**src/rtl/event_ack_ctrl.sv**
```systemverilog
// Event/ack flow controller: primes the frame-buffer slots, forwards completed events to the
// host, and turns host completions or readout timeouts into acks, nacks and drops.
module event_ack_ctrl #(
   parameter int NBUF      = 4,
   parameter int TIMEOUT   = 50000,
   parameter int MAX_RETRY = 3
) (
   input  logic        aclk,
   input  logic        reset_i,
   input  logic [31:0] s_event_tdata,
   input  logic        s_event_tvalid,
   output logic        s_event_tready,
   output logic [31:0] m_rd_tdata,
   output logic        m_rd_tvalid,
   input  logic        m_rd_tready,
   input  logic [12:0] s_cmpl_tdata,
   input  logic        s_cmpl_tvalid,
   output logic        s_cmpl_tready,
   output logic [15:0] m_ack_tdata,
   output logic        m_ack_tvalid,
   input  logic        m_ack_tready,
   output logic [31:0] m_nack_tdata,
   output logic        m_nack_tvalid,
   input  logic        m_nack_tready,
   output logic [3:0]  pending_o,
   output logic [15:0] drop_count_o,
   output logic        err_o
);
   localparam int PW = (NBUF > 2) ? $clog2(NBUF) : 1;
   localparam int RW = (MAX_RETRY > 1) ? $clog2(MAX_RETRY + 1) : 1;
   localparam int TW = (TIMEOUT > 1) ? $clog2(TIMEOUT + 1) : 1;
   localparam logic [0:0] ST_PRIME = 1'b0;
   localparam logic [0:0] ST_RUN   = 1'b1;

   logic [0:0]    state_q, state_d;
   logic [3:0]    prime_idx_q, prime_idx_d;
   logic [PW-1:0] wr_ptr_q, wr_ptr_d, rd_ptr_q, rd_ptr_d;
   logic [3:0]    count_q, count_d;
   logic [TW-1:0] timer_q, timer_d;
   logic [15:0]   drop_q, drop_d;
   logic          err_q, err_d;
   logic          rd_valid_q, rd_valid_d, ack_valid_q, ack_valid_d, nack_valid_q, nack_valid_d;
   logic [31:0]   rd_data_q, rd_data_d, nack_data_q, nack_data_d;
   logic [15:0]   ack_data_q, ack_data_d;

   logic [11:0]   ent_addr [NBUF];
   logic [19:0]   ent_len [NBUF];
   logic [RW-1:0] ent_retry [NBUF];
   logic          ent_rwait [NBUF];

   logic [11:0]   head_addr;
   logic [19:0]   head_len;
   logic [RW-1:0] head_retry;
   logic          head_rwait, run, nonempty, full, rd_free, ack_free, nack_free;
   logic          resend_match, ev_fire, push, resend_fwd, cmpl_fire, cmpl_hit, cmpl_err;
   logic          expire, exp_fire, retry_go, do_nack, do_drop, do_okack, pop, prime_load;

   assign head_addr  = ent_addr[rd_ptr_q];
   assign head_len   = ent_len[rd_ptr_q];
   assign head_retry = ent_retry[rd_ptr_q];
   assign head_rwait = ent_rwait[rd_ptr_q];

   assign run       = (state_q == ST_RUN);
   assign nonempty  = (count_q != 4'd0);
   assign full      = (count_q == 4'(NBUF));
   assign rd_free   = !rd_valid_q || m_rd_tready;
   assign ack_free  = !ack_valid_q || m_ack_tready;
   assign nack_free = !nack_valid_q || m_nack_tready;

   // A re-sent event for a nacked head is forwarded without taking a new slot.
   assign resend_match   = nonempty && head_rwait && (s_event_tdata[31:20] == head_addr);
   assign s_event_tready = run && rd_free && (!full || resend_match);
   assign ev_fire        = s_event_tvalid && s_event_tready;
   assign push           = ev_fire && !resend_match;
   assign resend_fwd     = ev_fire && resend_match;

   assign s_cmpl_tready = run && ack_free && nack_free;
   assign cmpl_fire     = s_cmpl_tvalid && s_cmpl_tready;
   assign cmpl_hit      = cmpl_fire && nonempty && (s_cmpl_tdata[11:0] == head_addr);
   assign cmpl_err      = cmpl_fire && !cmpl_hit;

   // The timer saturates at TIMEOUT so an expiry blocked by busy outputs stays pending.
   assign expire   = run && nonempty && !head_rwait && (timer_q == TW'(TIMEOUT));
   assign exp_fire = expire && ack_free && nack_free && !cmpl_fire;
   assign retry_go = (cmpl_hit && !s_cmpl_tdata[12]) || exp_fire;
   assign do_nack  = retry_go && (head_retry < RW'(MAX_RETRY));
   assign do_drop  = retry_go && !(head_retry < RW'(MAX_RETRY));
   assign do_okack = cmpl_hit && s_cmpl_tdata[12];
   assign pop      = do_okack || do_drop;

   assign prime_load = (state_q == ST_PRIME) && ack_free && (prime_idx_q < 4'(NBUF));

   for (genvar gi = 0; gi < NBUF; gi++) begin : g_ent
      logic [11:0]   addr_q, addr_d;
      logic [19:0]   len_q, len_d;
      logic [RW-1:0] retry_q, retry_d;
      logic          rwait_q, rwait_d;

      always_comb begin
         addr_d  = addr_q;
         len_d   = len_q;
         retry_d = retry_q;
         rwait_d = rwait_q;
         if (push && (wr_ptr_q == PW'(gi))) begin
            addr_d  = s_event_tdata[31:20];
            len_d   = s_event_tdata[19:0];
            retry_d = '0;
            rwait_d = 1'b0;
         end else if (rd_ptr_q == PW'(gi)) begin
            if (do_nack) begin
               retry_d = retry_q + 1'b1;
               rwait_d = 1'b1;
            end else if (resend_fwd) begin
               rwait_d = 1'b0;
            end
         end
      end

      always_ff @(posedge aclk or posedge reset_i) begin
         if (reset_i) begin
            addr_q  <= '0;
            len_q   <= '0;
            retry_q <= '0;
            rwait_q <= 1'b0;
         end else begin
            addr_q  <= addr_d;
            len_q   <= len_d;
            retry_q <= retry_d;
            rwait_q <= rwait_d;
         end
      end

      assign ent_addr[gi]  = addr_q;
      assign ent_len[gi]   = len_q;
      assign ent_retry[gi] = retry_q;
      assign ent_rwait[gi] = rwait_q;
   end

   always_comb begin
      state_d = state_q;
      if ((state_q == ST_PRIME) && (prime_idx_q == 4'(NBUF)) && ack_valid_q && m_ack_tready)
         state_d = ST_RUN;
      prime_idx_d = prime_load ? prime_idx_q + 4'd1 : prime_idx_q;

      wr_ptr_d = wr_ptr_q;
      if (push) wr_ptr_d = (wr_ptr_q == PW'(NBUF - 1)) ? '0 : wr_ptr_q + 1'b1;
      rd_ptr_d = rd_ptr_q;
      if (pop) rd_ptr_d = (rd_ptr_q == PW'(NBUF - 1)) ? '0 : rd_ptr_q + 1'b1;
      count_d = count_q + {3'b000, push} - {3'b000, pop};

      timer_d = timer_q;
      if (pop || do_nack || resend_fwd)
         timer_d = '0;
      else if (nonempty && !head_rwait && (timer_q != TW'(TIMEOUT)))
         timer_d = timer_q + 1'b1;

      drop_d = (do_drop && (drop_q != 16'hFFFF)) ? drop_q + 16'd1 : drop_q;
      err_d  = err_q || cmpl_err;

      rd_valid_d = ev_fire || (rd_valid_q && !m_rd_tready);
      rd_data_d  = ev_fire ? s_event_tdata : rd_data_q;

      ack_valid_d = prime_load || pop || (ack_valid_q && !m_ack_tready);
      ack_data_d  = ack_data_q;
      if (prime_load)
         ack_data_d = {(prime_idx_q == 4'(NBUF - 1)), 3'b000, 8'd0, prime_idx_q};
      else if (pop)
         ack_data_d = {1'b1, 3'b000, head_addr};

      nack_valid_d = do_nack || (nack_valid_q && !m_nack_tready);
      nack_data_d  = do_nack ? {head_addr, head_len} : nack_data_q;
   end

   always_ff @(posedge aclk or posedge reset_i) begin
      if (reset_i) begin
         state_q      <= ST_PRIME;
         prime_idx_q  <= '0;
         wr_ptr_q     <= '0;
         rd_ptr_q     <= '0;
         count_q      <= '0;
         timer_q      <= '0;
         drop_q       <= '0;
         err_q        <= 1'b0;
         rd_valid_q   <= 1'b0;
         rd_data_q    <= '0;
         ack_valid_q  <= 1'b0;
         ack_data_q   <= '0;
         nack_valid_q <= 1'b0;
         nack_data_q  <= '0;
      end else begin
         state_q      <= state_d;
         prime_idx_q  <= prime_idx_d;
         wr_ptr_q     <= wr_ptr_d;
         rd_ptr_q     <= rd_ptr_d;
         count_q      <= count_d;
         timer_q      <= timer_d;
         drop_q       <= drop_d;
         err_q        <= err_d;
         rd_valid_q   <= rd_valid_d;
         rd_data_q    <= rd_data_d;
         ack_valid_q  <= ack_valid_d;
         ack_data_q   <= ack_data_d;
         nack_valid_q <= nack_valid_d;
         nack_data_q  <= nack_data_d;
      end
   end

   assign m_rd_tvalid   = rd_valid_q;
   assign m_rd_tdata    = rd_data_q;
   assign m_ack_tvalid  = ack_valid_q;
   assign m_ack_tdata   = ack_data_q;
   assign m_nack_tvalid = nack_valid_q;
   assign m_nack_tdata  = nack_data_q;
   assign pending_o     = count_q;
   assign drop_count_o  = drop_q;
   assign err_o         = err_q;
endmodule

```
**config.mk**
```make
export PLATFORM = sky130hd
export DESIGN_NAME = event_ack_ctrl
export DESIGN_NICKNAME = d
export VERILOG_FILES = /design/src/rtl/event_ack_ctrl.sv
export SDC_FILE = /design/constraint.sdc
export NUM_CORES = 1
export LEC_CHECK = 0
export ABC_AREA = 1
export BUFFER_PORTS_ARGS = -buffer_cell sky130_fd_sc_hd__buf_4
export CORE_MARGIN = 2
export CORE_UTILIZATION = 39
export DETAILED_ROUTE_END_ITERATION = 6
export GPL_TIMING_DRIVEN = 1
export PLACE_DENSITY = 0.67
export RECOVER_POWER = 50
export SLEW_MARGIN = 20
export SYNTH_ARGS = -nofsm -noshare
export SYNTH_HDL_FRONTEND = slang
export SYNTH_SLANG_ARGS = --single-unit
```
**constraint.sdc**
```tcl
create_clock -name aclk -period 19.9 [get_ports aclk]
set_input_delay 1.99 -clock aclk [delete_from_list [all_inputs] [get_ports aclk]]
set_output_delay 1.99 -clock aclk [all_outputs]
set_load 0.01 [all_outputs]
```
# [Yosys cells after proc, flatten, opt, wreduce, memory -nomap -nowiden]
# Cells that the tools add are included.
# Widths: inputs -> output; s select.
[word_totals] register_bits=269 input_bits=52 wordCells=189
[op_classes] add_sub_neg=11 order_cmp=3 eq_ne=14 mux=40 n_bitwise=2 reduce_logical=89
[ops] op="$mux 16" n=4
[ops] op="$bmux 20 s2" n=1
[ops] op="$mux 20" n=2
[ops] op="$logic_and 1x1->1" n=38
[ops] op="$add 16x1->16 const B" n=2
[ops] op="$mux 2" n=16
[ops] op="$ne 16x16->1 const B" n=2
[ops] op="$bmux 12 s2" n=1
[ops] op="$eq 12x12->1" n=2
[ops] op="$mux 12" n=2
[ops] op="$reduce_bool 2->1" n=10
[ops] op="$eq 16x16->1 const B" n=1
[ops] op="$reduce_and 2->1" n=8
[ops] op="$logic_not 1->1" n=13
[ops] op="$logic_or 1x1->1" n=13
[ops] op="$add 2x1->2 const B" n=6
[ops] op="$mux 1" n=12
[ops] op="$reduce_bool 3->1" n=4
[ops] op="$eq 2x2->1 const B" n=4
[ops] op="$eq 4x3->1 const B" n=2
[ops] op="$add 4x1->4" n=1
[ops] op="$add 4x1->4 const B" n=1
[ops] op="$bmux 2 s2" n=1
[ops] op="$eq 2x1->1 const B" n=2
[ops] op="other kinds (10)" n=11

# [Depth between registers and ports, before layout]
# Gate-level depths: netlist of the first run.
[logic_depth] depth_word=16 mapped_depth=21

# [Worst setup path before layout of the first run]
# OpenSTA, ideal clock, no wires.
[synth_timing] path_type="input-to-output" from="input port s_event_tdata[23]" to="output port s_event_tready" arrival_ns=2.773 t_required_ns=17.910 setup_slack_ns=15.137 path_stages=8 n_path_buf=0 path_cell_list="inv_1 nand3_1 nand2_1 nor2_1 nand2_1 nor2_1 nand2_2 a21boi_2"
[synth_via] elab_chain_cells=4
[synth_lines] element="start, declared" line="10" source="input logic [31:0] s_event_tdata,"
[synth_lines] element="$eq 12x12->1" line="71" source="assign resend_match = nonempty && head_rwait && (s_event_tdata[31:20] == head_addr);"
[synth_lines] element="$logic_and 1x1->1" line="71"
[synth_lines] element="$logic_or 1x1->1" line="72" source="assign s_event_tready = run && rd_free && (!full || resend_match);"
[synth_lines] element="$logic_and 1x1->1" line="72"
[synth_lines] element="end, declared" line="12" source="output logic s_event_tready,"
# No other way between the ends.

# [Final worst setup path of the first run]
[layout_timing] from="register rd_ptr_q[0]" to="output port s_event_tready"
[layout_via] elab_chain_cells=8 word_cells_on_any_way=12 cone_classes="1 x eq/ne; 6 x mux; 1 x bitwise; 4 x reduce/logical"
[layout_lines] element="start, declared" line="37" source="logic [PW-1:0] wr_ptr_q, wr_ptr_d, rd_ptr_q, rd_ptr_d;"
[layout_lines] element="start signal, assigned" line="194" source="rd_ptr_q <= rd_ptr_d;"
[layout_lines] element="$not 2->3 (not written as such) (*)" line="58, 61"
[layout_lines] element="$bmux 12 s2 / $bmux 1 s2 (equally long branches)" line="58, 61"
[layout_lines] element="$mux 12 (not written as such) / $mux 1 (equally long branches) (2 in a row)" line="58, 61"
[layout_lines] element="$eq 12x12->1 / $logic_and 1x1->1 (equally long branches)" line="71"
[layout_lines] element="$logic_and 1x1->1 (*)" line="71"
[layout_lines] element="$logic_or 1x1->1 (*)" line="72"
[layout_lines] element="$logic_and 1x1->1 (*)" line="72"
# Every way passes the cells marked *; elsewhere a longest branch is shown, timed or not. The select of a mux whose other input is x is not followed.

==> run metrics, run 1 <==
Setup TNS 0 ns; final net count between 1500 and 2000; WL final 33800 microns; routed vias ~11000; Critical Path RT roughly 18 ns; hold depth 0; H-Tree Depth 1; failing checks max-capacitance violations, max-slew violations; worst reg-to-reg path cell count 16; detailed placement HPWL between 20000 and 25000 microns; Cell Pwr Density 133 mW/mm^2; Critical Path Start Type flip-flop; Final Max Slew Viols 369; CP cell instances clkbuf_1 > clkinvlp_2 > nand2_1 > nand3_1 > nand2_1 > nand2_1 > nand2_1 > nand3_1 > nor2_1 > nand2_1 > a21boi_2 > buf_4; DRT iter0 DRCs slightly below 800; Site Rows 66; clock root cell clkbuf_16; Die H 186 microns; total of max-cap violations 5; RR Endpoint g_ent[2].len_q[12]$_DFFE_PP0P_; n_diodes 0; total gr overflow 0; largest net degree at the start of global routing 125; Core ar. 0.0325 sq mm; final hold vios 0; drt wl/cell between 15 and 20 microns; Leak ~7 nW; Clk Latency, worst-skew pair between 0.5 and 0.6 ns; antenna violations before repair 1; DRC 0; Largest stage delay, worst path 3.71 ns; Overall Power 1.99 mW; Ports between 150 and 200; Slew @ Worst Pin between 5 and 6 ns; gp weighted congestion 0.857; Top FF cell, synth dfrtp_1; Port Buffers roughly 150; Die Span X 186 microns; Synth Register Bits roughly 270; Post-synth top cells nand2_1, dfrtp_1, nor2_1; Post-CTS Hold Fix Bufs 0; top-area cell type share of the netlist area 0.516; # clock sinks around 270; Tmin final between 10 and 15 ns; vias in the first global route ~10000; peak supply drop just over 0.07 mV; Synth-to-Final Area Change 15.8%; first-pass GRT wire length between 50000 and 60000 microns; r2r setup slk around 9 ns; Avg Inst Size Synth roughly 8 sq um; Hold Crit Class flip-flop to flip-flop; crit path max fanout just under 90; Synth area leader dfrtp_1; Netlist Area Pre-Place approximately 0.013 sq mm; R2R Path Start rd_ptr_q[0]$_DFFE_PP0P_; Final Setup Violations 0; fillers about 3300; delay-heaviest family, CP buffers and inverters; largest cells by area after synthesis dfrtp_1, nand2_1, a21oi_1; RSZ-0062 raised after global routing no; Die Area 0.0345 sq mm; Worst Path Buf+Inv 3; TritonCTS clock tree done; CP Capture Type output port; Post-synth EDFFs 0; clk_skew between 0.02 and 0.025 ns; relative slew slack -2.71; number of CTS-inserted buffers 31; Synth warnings 0; share of cells above drive strength 1 0.0881; Clock Tree Buf Depth 3; Tot GR Track Use 0.199; run status complete, but fails checks; sequential share of the synthesized area 0.516; ys async rst share 1.00; Resized cells post-CTS 0; hold path endpoint prime_idx_q[3]$_DFFE_PP0P_; antenna-violating nets left 0; achievable clock frequency about 94 MHz; Worst path slowest cell clkinvlp_2; Vias per Instance 4.95; Worst-path clk slew around 0.06 ns; min-delay src prime_idx_q[3]$_DFFE_PP0P_; Distinct cells, synth around 40; most used cell, CP nand2_1; Pre-Repair DR Iteration Count 6; Mapped Cells roughly 1600; WP data arrival 8.70 ns; CP Class flip-flop to output port; Post-CTS Setup Inserts 0; most frequent cell after synthesis nand2_1; Initial Util 0.396; Tcrit/Tclk final 0.537
cells in the final DEF (no fill, tap or decap), types with 5 or more instances in the layout:
| cell | count |
|---|---|
| nand2_1 | 391 |
| dfrtp_1 | 264 |
| nor2_1 | 172 |
| inv_1 | 144 |
| a21oi_1 | 138 |
| clkbuf_1 | 108 |
| o21ai_0 | 92 |
| nand3_1 | 78 |
| buf_4 | 58 |
| o21ai_1 | 50 |
| clkbuf_16 | 31 |
| nand4_1 | 26 |
| xor2_1 | 20 |
| ha_1 | 19 |
| nor3_1 | 17 |
| nand3_2 | 13 |
| nand3b_1 | 11 |
| xnor2_1 | 8 |
| nand2_2 | 7 |
| nor4_1 | 6 |
| o21bai_1 | 6 |
| clkinv_2 | 6 |
| bufinv_16 | 6 |
| clkbuf_8 | 6 |
| a21oi_2 | 5 |
worst reg2reg max path: stages (launching register included):
cell	delay, ns
dfrtp_2	0.34
clkbuf_1	2.06
clkinvlp_2	3.74
nand2_1	0.60
nand3_2	0.17
nand2_1	0.24
nand2_1	0.12
nand2_1	0.08
nor2_1	0.05
nand2_1	0.05
nor2_1	0.04
nand2_1	0.18
nand4_1	0.54
nor2_1	1.47
buf_4	0.63
nor2_1	0.10
a21oi_1	0.15
logic make-up after synthesis:
group / Yosys count / share of synthesized area
buf+inv: 219 / 0.0765
simple gates: 732 / 0.247
other cells: 1 / 0.000291
flops: 266 / 0.516
fa+ha+maj: 20 / 0.0200
compound gates: 297 / 0.120
xor+xnor: 29 / 0.0203
layout make-up:
type	count	area, sq um	area share
sequential	266	6660	0.446
inverter	149	564	0.0378
multi-input combinational	1081	5210	0.349
clock inverter	14	226	0.0152
tap	442	553	0.0371
clock buffer	41	873	0.0585
timing repair buffer	163	833	0.0558
where the power goes:
part           internal (mW)  switching, mW
combinational          0.199          0.364
clock                  0.383          0.225
sequential             0.720          0.100
per-layer routing:
layer | global-route usage | vias up | part of all wire
met3 | 0.0368 | 46 | 0.063
met1 | 0.272 | 5021 | 0.46
met4 | 0.0444 | 2 | 0.014
met2 | 0.329 | 291 | 0.46
met5 | 0 | - | 0.00030
li1 | - | 5304 | -
per-stage QoR:
stage | cells | setup slack (ns) | instance area (sq um) | hold WS (ns) | util
after global placement | 2101 | 14.72 | 14300 | 0.399 | 0.439
after CTS | 2156 | 14.35 | 15400 | 0.437 | 0.473
after detailed placement | 2101 | 14.70 | 14300 | 0.406 | 0.439
final | 2156 | 9.21 | 14900 | 0.423 | 0.459
after global routing | 2156 | 8.36 | 14900 | 0.432 | 0.459
after floorplan | 1566 | 10.58 | 12900 | 0.442 | -
registers in the layout (all words and copies together) (netlist names), 8 cells and up:
name	cells
m_rd_tdata	32
m_ack_tdata	13
g_ent.len_q	80
g_ent.retry_q	8
m_nack_tdata	32
drop_count_o	16
g_ent.addr_q	48
timer_q	16
worst max-delay path by stage:
stage                            start                              to  cells past startpoint
6_report       rd_ptr_q[0]$_DFFE_PP0P_                  s_event_tready                     12
5_1_grt        rd_ptr_q[0]$_DFFE_PP0P_  g_ent[2].len_q[16]$_DFFE_PP0P_                     16
4_1_cts        rd_ptr_q[0]$_DFFE_PP0P_                  s_event_tready                     13
3_5_place_dp         s_event_tdata[24]                  s_event_tready                      9
3_3_place_gp         s_event_tdata[24]                  s_event_tready                      9
2_1_floorplan                  reset_i     drop_count_o[0]$_DFFE_PP0P_                      1
No activity file was read; power rests on OpenSTA's default activity.
==> run 2: changes to the inputs <==
- ABC_AREA: 1 -> 0
- PLACE_DENSITY: 0.67 -> 0.7
- clock period: 19.9 -> 9.4 ns (I/O delays scaled with it)
==> run metrics, run 2 <==
run status complete, but fails checks; failing checks max-capacitance violations, max-slew violations; Synth area leader dfrtp_1; Post-synth EDFFs 0 (unchanged); Port Buffers 154 (unchanged); hold depth 0 (unchanged); DRT iter0 DRCs 586 (-26%); clk_skew 0.0101 ns (-0.0127 ns); Resized cells post-CTS 0 (unchanged); Core Util, Final 0.462 (+0.00288); Final Setup Violations 0 (unchanged); number of CTS-inserted buffers 30 (-3.2%); clock root cell clkbuf_16; Clock Tree Buf Depth 3 (unchanged); Post-CTS Setup Inserts 0 (unchanged); top-area cell type share of the netlist area 0.533 (+0.0167); Die Area 0.0335 sq mm (-3.1%); first-pass GRT wire length 45100 microns (-18%); WL final 27800 microns (-18%); GR Util met1 0.232 (-0.0400); Top FF cell, synth dfrtp_1; Setup crit start rd_ptr_q[0]$_DFFE_PP0P_; ys async rst share 1.00 (unchanged); largest cells by area after synthesis dfrtp_1, mux2_1, mux2_2; relative slew slack -3.12 (-0.409); Synth warnings 0 (unchanged); commonest cells after routing, fill and taps aside dfrtp_1, clkbuf_1, mux2_1, mux2_2, buf_4; DRC 0 (unchanged); sequential share of the synthesized area 0.533 (+0.0167); Vias per Instance 5.28 (+6.7%); Die H 183 microns (-1.5%); Leak 6.50 nW (-7.0%); Initial Util 0.396 (-0.000452); antenna violations before repair 0 (-1); worst reg-to-reg path cell count 12 (-4); vias in the first global route 8033 (-23%); Critical Path Start Type flip-flop; WP data arrival 4.90 ns (-3.80 ns); routed vias 7834 (-27%); Post-synth top cells dfrtp_1, mux2_1, mux2_2; total of max-cap violations 2 (-3); gp weighted congestion 0.809 (-5.5%); Site Rows 65 (-1.5%); Hold Crit Class flip-flop to flip-flop; Synth-to-Final Area Change 16.6%; antenna-violating nets left 0 (unchanged); RR Endpoint pending_o[3]$_DFF_PP0_; CP Capture Type output port; total gr overflow 0 (unchanged); Top reg by flops g_ent.len_q; Tmin final around 5.8 ns; hold path endpoint prime_idx_q[3]$_DFFE_PP0P_; r2r setup slk 3.70 ns (-5.56 ns); most common cell after layout, fill and taps aside dfrtp_1; # clock sinks 266 (unchanged); met2 global-route usage 0.279 (-0.0501); share of cells above drive strength 1 0.239 (+0.151); Cell Pwr Density 285 mW/mm^2 (+110%); Mapped Cells 915 (-41%); Final Max Slew Viols 191 (-48%); Setup TNS 0 ns (unchanged); largest net degree at the start of global routing 141 (+13%); drt wl/cell 18.7 microns (+20%); peak supply drop 0.187 mV (+160%); Critical Path RT 8.46 ns (-9.45 ns); most frequent cell after synthesis dfrtp_1; Ports 158 (unchanged); Avg Inst Size Synth 13.6 sq um (+66%); Distinct cells, synth 63 (+54%); Tcrit/Tclk final 0.621; Tot GR Track Use 0.168 (-0.0304); RSZ-0062 raised after global routing no; achievable clock frequency ~170 MHz; detailed placement HPWL 18300 microns (-19%); final worst setup slack 3.56 ns (-5.65 ns); Synth Register Bits 266 (unchanged); met3 Use GR 0.0280 (-0.00878); fin area 0.0146 sq mm (-2.4%); final net count 1131 (-36%); CP Class flip-flop to output port; Place WS 4.91 ns (-9.79 ns); Worst-path clk slew 0.06 ns (about the same); Core ar. 0.0316 sq mm (-3.0%); Placed Area 0.0139 sq mm (-2.9%); crit path max fanout 49 (-44%); min-delay src prime_idx_q[3]$_DFFE_PP0P_; R2R Path Start rd_ptr_q[0]$_DFFE_PP0P_; final hold vios 0 (unchanged); Pre-Repair DR Iteration Count 4 (-2); layer with the highest usage met2; Netlist Area Pre-Place 0.0125 sq mm (-3.1%); Largest register FFs 80 (unchanged); n_diodes 0 (unchanged); Regs by FF count g_ent.len_q: 80 flops, g_ent.addr_q: 48 flops; Post-CTS Hold Fix Bufs 0 (unchanged); Die Span X 183 microns (-1.5%); Slew @ Worst Pin 6.14 ns (+0.610 ns); H-Tree Depth 1 (unchanged); TritonCTS clock tree done; Clk Latency, worst-skew pair 0.56 ns (about the same)
[run 2: changes by cell type in the layout (fill, tap and decap cells not counted), moves of 80 or more]
cell	previous run	this run
a21oi_1	138	15
nand2_1	391	34
mux2_1	0	100
nor2_1	172	33
mux2_2	0	100
inv_1	144	22
o21ai_0	92	12
[run 2: report_power, final]
group	leakage, nW	switching [mW]	internal [mW]
sequential	3.34	0.227	1.55
clock	0.534	0.481	0.787
combinational	2.63	0.513	0.591
[run 2: worst max path at each step]
stage	endpoint	slack, ns	cells after the start
floorplan	drop_count_o[0]$_DFFE_PP0P_	1.13	1
global route	g_ent[0].addr_q[7]$_DFFE_PP0P_	2.43	4
CTS	s_event_tready	4.78	7
detailed placement	pending_o[3]$_DFF_PP0_	4.91	13
finish	s_event_tready	3.56	7
global placement	pending_o[1]$_DFF_PP0_	5.05	13
[run 2: cell type report]
type,instances,area (sq um)
fillers,2912,17000
flip-flops and latches,266,6660
multi-input cells,580,5420
clock buffers,40,828
repair buffers,158,803
well taps,402,503
clock inverters,16,265
inverters,23,87.6
[run 2: metrics by stage]
step,cells,power (mW),hold slack [ns]
CTS,1485,4.27,0.430
global placement,1429,2.93,0.415
floorplan,917,2.59,0.449
finish,1485,4.15,0.431
detailed placement,1429,2.99,0.423
global route,1485,4.40,0.480
[run 2: kinds of logic after synthesis]
logic type	Yosys count	synth area share
adder cells (fa/ha/maj)	20	0.0206
buffers and inverters	71	0.0348
flip-flops	266	0.533
multiplexers	242	0.248
other	1	0.000300
AO/OA/AOI/OAI	57	0.0321
XOR/XNOR	57	0.0400
AND/OR/NAND/NOR	201	0.0910
[run 2: routing by layer]
metal | wire length, microns | share of wire
met5 | 0 | 0
met4 | 692 | 0.025
met3 | 1180 | 0.042
met2 | 13500 | 0.49
met1 | 12400 | 0.45
[run 2: worst max-delay path, cell delays in order, from the launching register on]
cell     delay [ns]
dfrtp_1        2.17
mux4_2         0.80
xnor2_1        0.27
nand4_1        0.14
nor4_2         0.44
or2_2          0.22
and3_1         0.17
buf_4          0.12
==> run 3: changes to the inputs <==
- ABC_AREA: 0 -> 1
- PLACE_DENSITY: 0.7 -> 0.67
- clock period: 9.4 -> 5.55 ns (I/O delays scaled with it)
==> run metrics, run 3 (same netlist as run 1, synthesis figures left out) <==
run status complete, but fails checks; failing checks max-capacitance violations, max-slew violations; Ports 158 (unchanged); Worst-path clk slew 0.06 ns (about the same); largest net degree at the start of global routing 88 (-38%); worst hold slack 0.201 ns (-0.230 ns); fillers 3337 (+15%); Slew @ Worst Pin 2.68 ns (-3.46 ns); Die H 186 microns (+1.6%); Sequential Power Share 0.415 (-0.013); Synth-to-Final Area Change 16.1%; Place WS 1.72 ns (-3.19 ns); number of CTS-inserted buffers 29 (-3.3%); Hold Crit Class input port to flip-flop; CP Capture Type flip-flop; Die Span X 186 microns (+1.6%); switching portion of total power 0.349 (+0.0542); Critical Path Start Type flip-flop; Vias per Instance 4.94 (-6.4%); final hold vios 0 (unchanged); Port Buffers 154 (unchanged); Tcrit/Tclk final 0.694; # clock sinks 266 (unchanged); Post-CTS Setup Inserts 0 (unchanged); peak supply drop 0.287 mV (+53%); relative slew slack -0.789 (+2.33); Leak 7.02 nW (+7.9%); placed insts 2104 (+47%); Clock Tree Buf Depth 3 (unchanged); area of the multi-input gates 0.00527 sq mm (-2.8%); Regs by FF count g_ent.len_q: 80 flops, g_ent.addr_q: 48 flops; antenna-violating nets left 0 (unchanged); Site Rows 66 (+1.5%); WP data arrival 4.29 ns (-0.61 ns); clk_skew 0.0212 ns (+0.0111 ns); commonest cells after routing, fill and taps aside nand2_1, dfrtp_1, nor2_1; Initial Util 0.396 (+0.000452); drt wl/cell 15.6 microns (-17%); R2R Path Start rd_ptr_q[0]$_DFFE_PP0P_; share of cells above drive strength 1 0.0945 (-0.145); CP Class flip-flop to flip-flop; Final Setup Violations 0 (unchanged); r2r setup slk 1.70 ns (-2.00 ns); Cell Pwr Density 475 mW/mm^2 (+67%); Critical Path RT 5.99 ns (-2.47 ns); hold path endpoint m_rd_tvalid$_DFF_PP0_; DRC 0 (unchanged); Core ar. 0.0325 sq mm (+3.1%); RSZ-0062 raised after global routing no; sequential cell area 0.00666 sq mm (about the same); total of max-cap violations 4 (+2); WL final 33700 microns (+21%); final net count 1766 (+56%); Largest register FFs 80 (unchanged); Overall Power 7.10 mW (+71%); vias in the first global route 10327 (+29%); Tot GR Track Use 0.199 (+0.0304); total gr overflow 0 (unchanged); achievable clock frequency roughly 260 MHz; Setup TNS 0 ns (unchanged); detailed placement HPWL 23800 microns (+30%); H-Tree Depth 1 (unchanged); Clk Latency, worst-skew pair 0.56 ns (about the same); Die Area 0.0345 sq mm (+3.2%); crit path max fanout 87 (+78%); RR Endpoint pending_o[2]$_DFF_PP0_; final worst setup slack 1.70 ns (-1.86 ns); min-delay src m_rd_tready; Internal Power 4.63 mW (+58%); Pre-Repair DR Iteration Count 5 (+1); TritonCTS clock tree done; Tmin final between 3 and 4 ns; Top reg by flops g_ent.len_q; gp weighted congestion 0.877 (+8.4%); antenna violations before repair 0 (unchanged); Switch Pwr 2.48 mW (+100%); first-pass GRT wire length 54700 microns (+21%); DRT iter0 DRCs 840 (+43%); Placed Area 0.0143 sq mm (+3.2%); final non-filler cell total 2158 (+45%); fin area 0.0150 sq mm (+2.8%); Final Max Slew Viols 255 (+34%); Gate power share 0.283 (+0.017); Core Util, Final 0.460 (-0.00145); routed vias 10657 (+36%); clock root cell clkbuf_16; most common cell after layout, fill and taps aside nand2_1; Clk pwr share 0.302 (-0.004); worst reg-to-reg path cell count 19 (+7); hold depth 2 (+2)
[run 3: cell types whose count changed in the layout (fill, tap and decap cells not counted), moves of 80 or more]
cell / before / now
nand2_1: 34 / 389
nor2_1: 33 / 170
a21oi_1: 15 / 138
inv_1: 22 / 144
mux2_1: 100 / 0
mux2_2: 100 / 0
o21ai_0: 12 / 92
[run 3: worst max path at each step]
stage | from | endpoint | slack [ns] | depth (start not counted)
floorplan | reset_i | drop_count_o[0]$_DFFE_PP0P_ | 1.48 | 1
global placement | rd_ptr_q[1]$_DFFE_PP0P_ | pending_o[1]$_DFF_PP0_ | 1.78 | 16
detailed placement | rd_ptr_q[1]$_DFFE_PP0P_ | pending_o[2]$_DFF_PP0_ | 1.72 | 18
CTS | rd_ptr_q[0]$_DFFE_PP0P_ | pending_o[2]$_DFF_PP0_ | 1.68 | 19
global route | reset_i | rd_ptr_q[1]$_DFFE_PP0P_ | 1.13 | 4
finish | rd_ptr_q[0]$_DFFE_PP0P_ | pending_o[2]$_DFF_PP0_ | 1.70 | 19
[run 3: critical path, cell delays in order (launching register included)]
cell and delay (ns):
dfrtp_2 0.42, inv_4 0.59, nand2_1 0.13, nand3_1 0.15, nand2_1 0.14, nand2_1 0.09
nand2_1 0.08, nor2_1 0.14, nand2_1 0.06, nor2_1 0.15, nand3_1 0.14, nand2_2 0.17
nand2_1 0.07, o21ai_1 0.27, ha_1 0.32, inv_1 0.06, ha_1 0.16, inv_1 0.06
fa_1 0.37, xnor2_1 0.13
[run 3: repair_timing]
action,CTS,global route
hold endpoints to repair,8,0
hold buffers,1,0
gates resized for setup,0,0
[run 3: cell type report]
class,instances,share of cell area
multi-input combinational,1081,0.352
antenna,1,0.000167
inverter,149,0.0378
sequential,266,0.445
timing repair buffer,167,0.0575
clock buffer,35,0.0527
clock inverter,17,0.0181
tap,442,0.0369
[run 3: power by group through the flow]
stage                     Combinational (mW)  Sequential, mW  Clock (mW)
after floorplan                         1.50            2.93           0
after global placement                  2.03            2.97           0
after detailed placement                2.10            2.98           0
after CTS                               2.11            2.95        2.19
after global routing                    2.34            3.03        2.27
final                                   2.01            2.95        2.15
[run 3: per-layer routing]
layer,up-vias,GRT usage,part of all wire
li1,5321,-,-
met5,-,0,0
met1,4996,0.288,0.48
met3,54,0.0340,0.064
met4,0,0.0535,0.023
met2,286,0.307,0.44
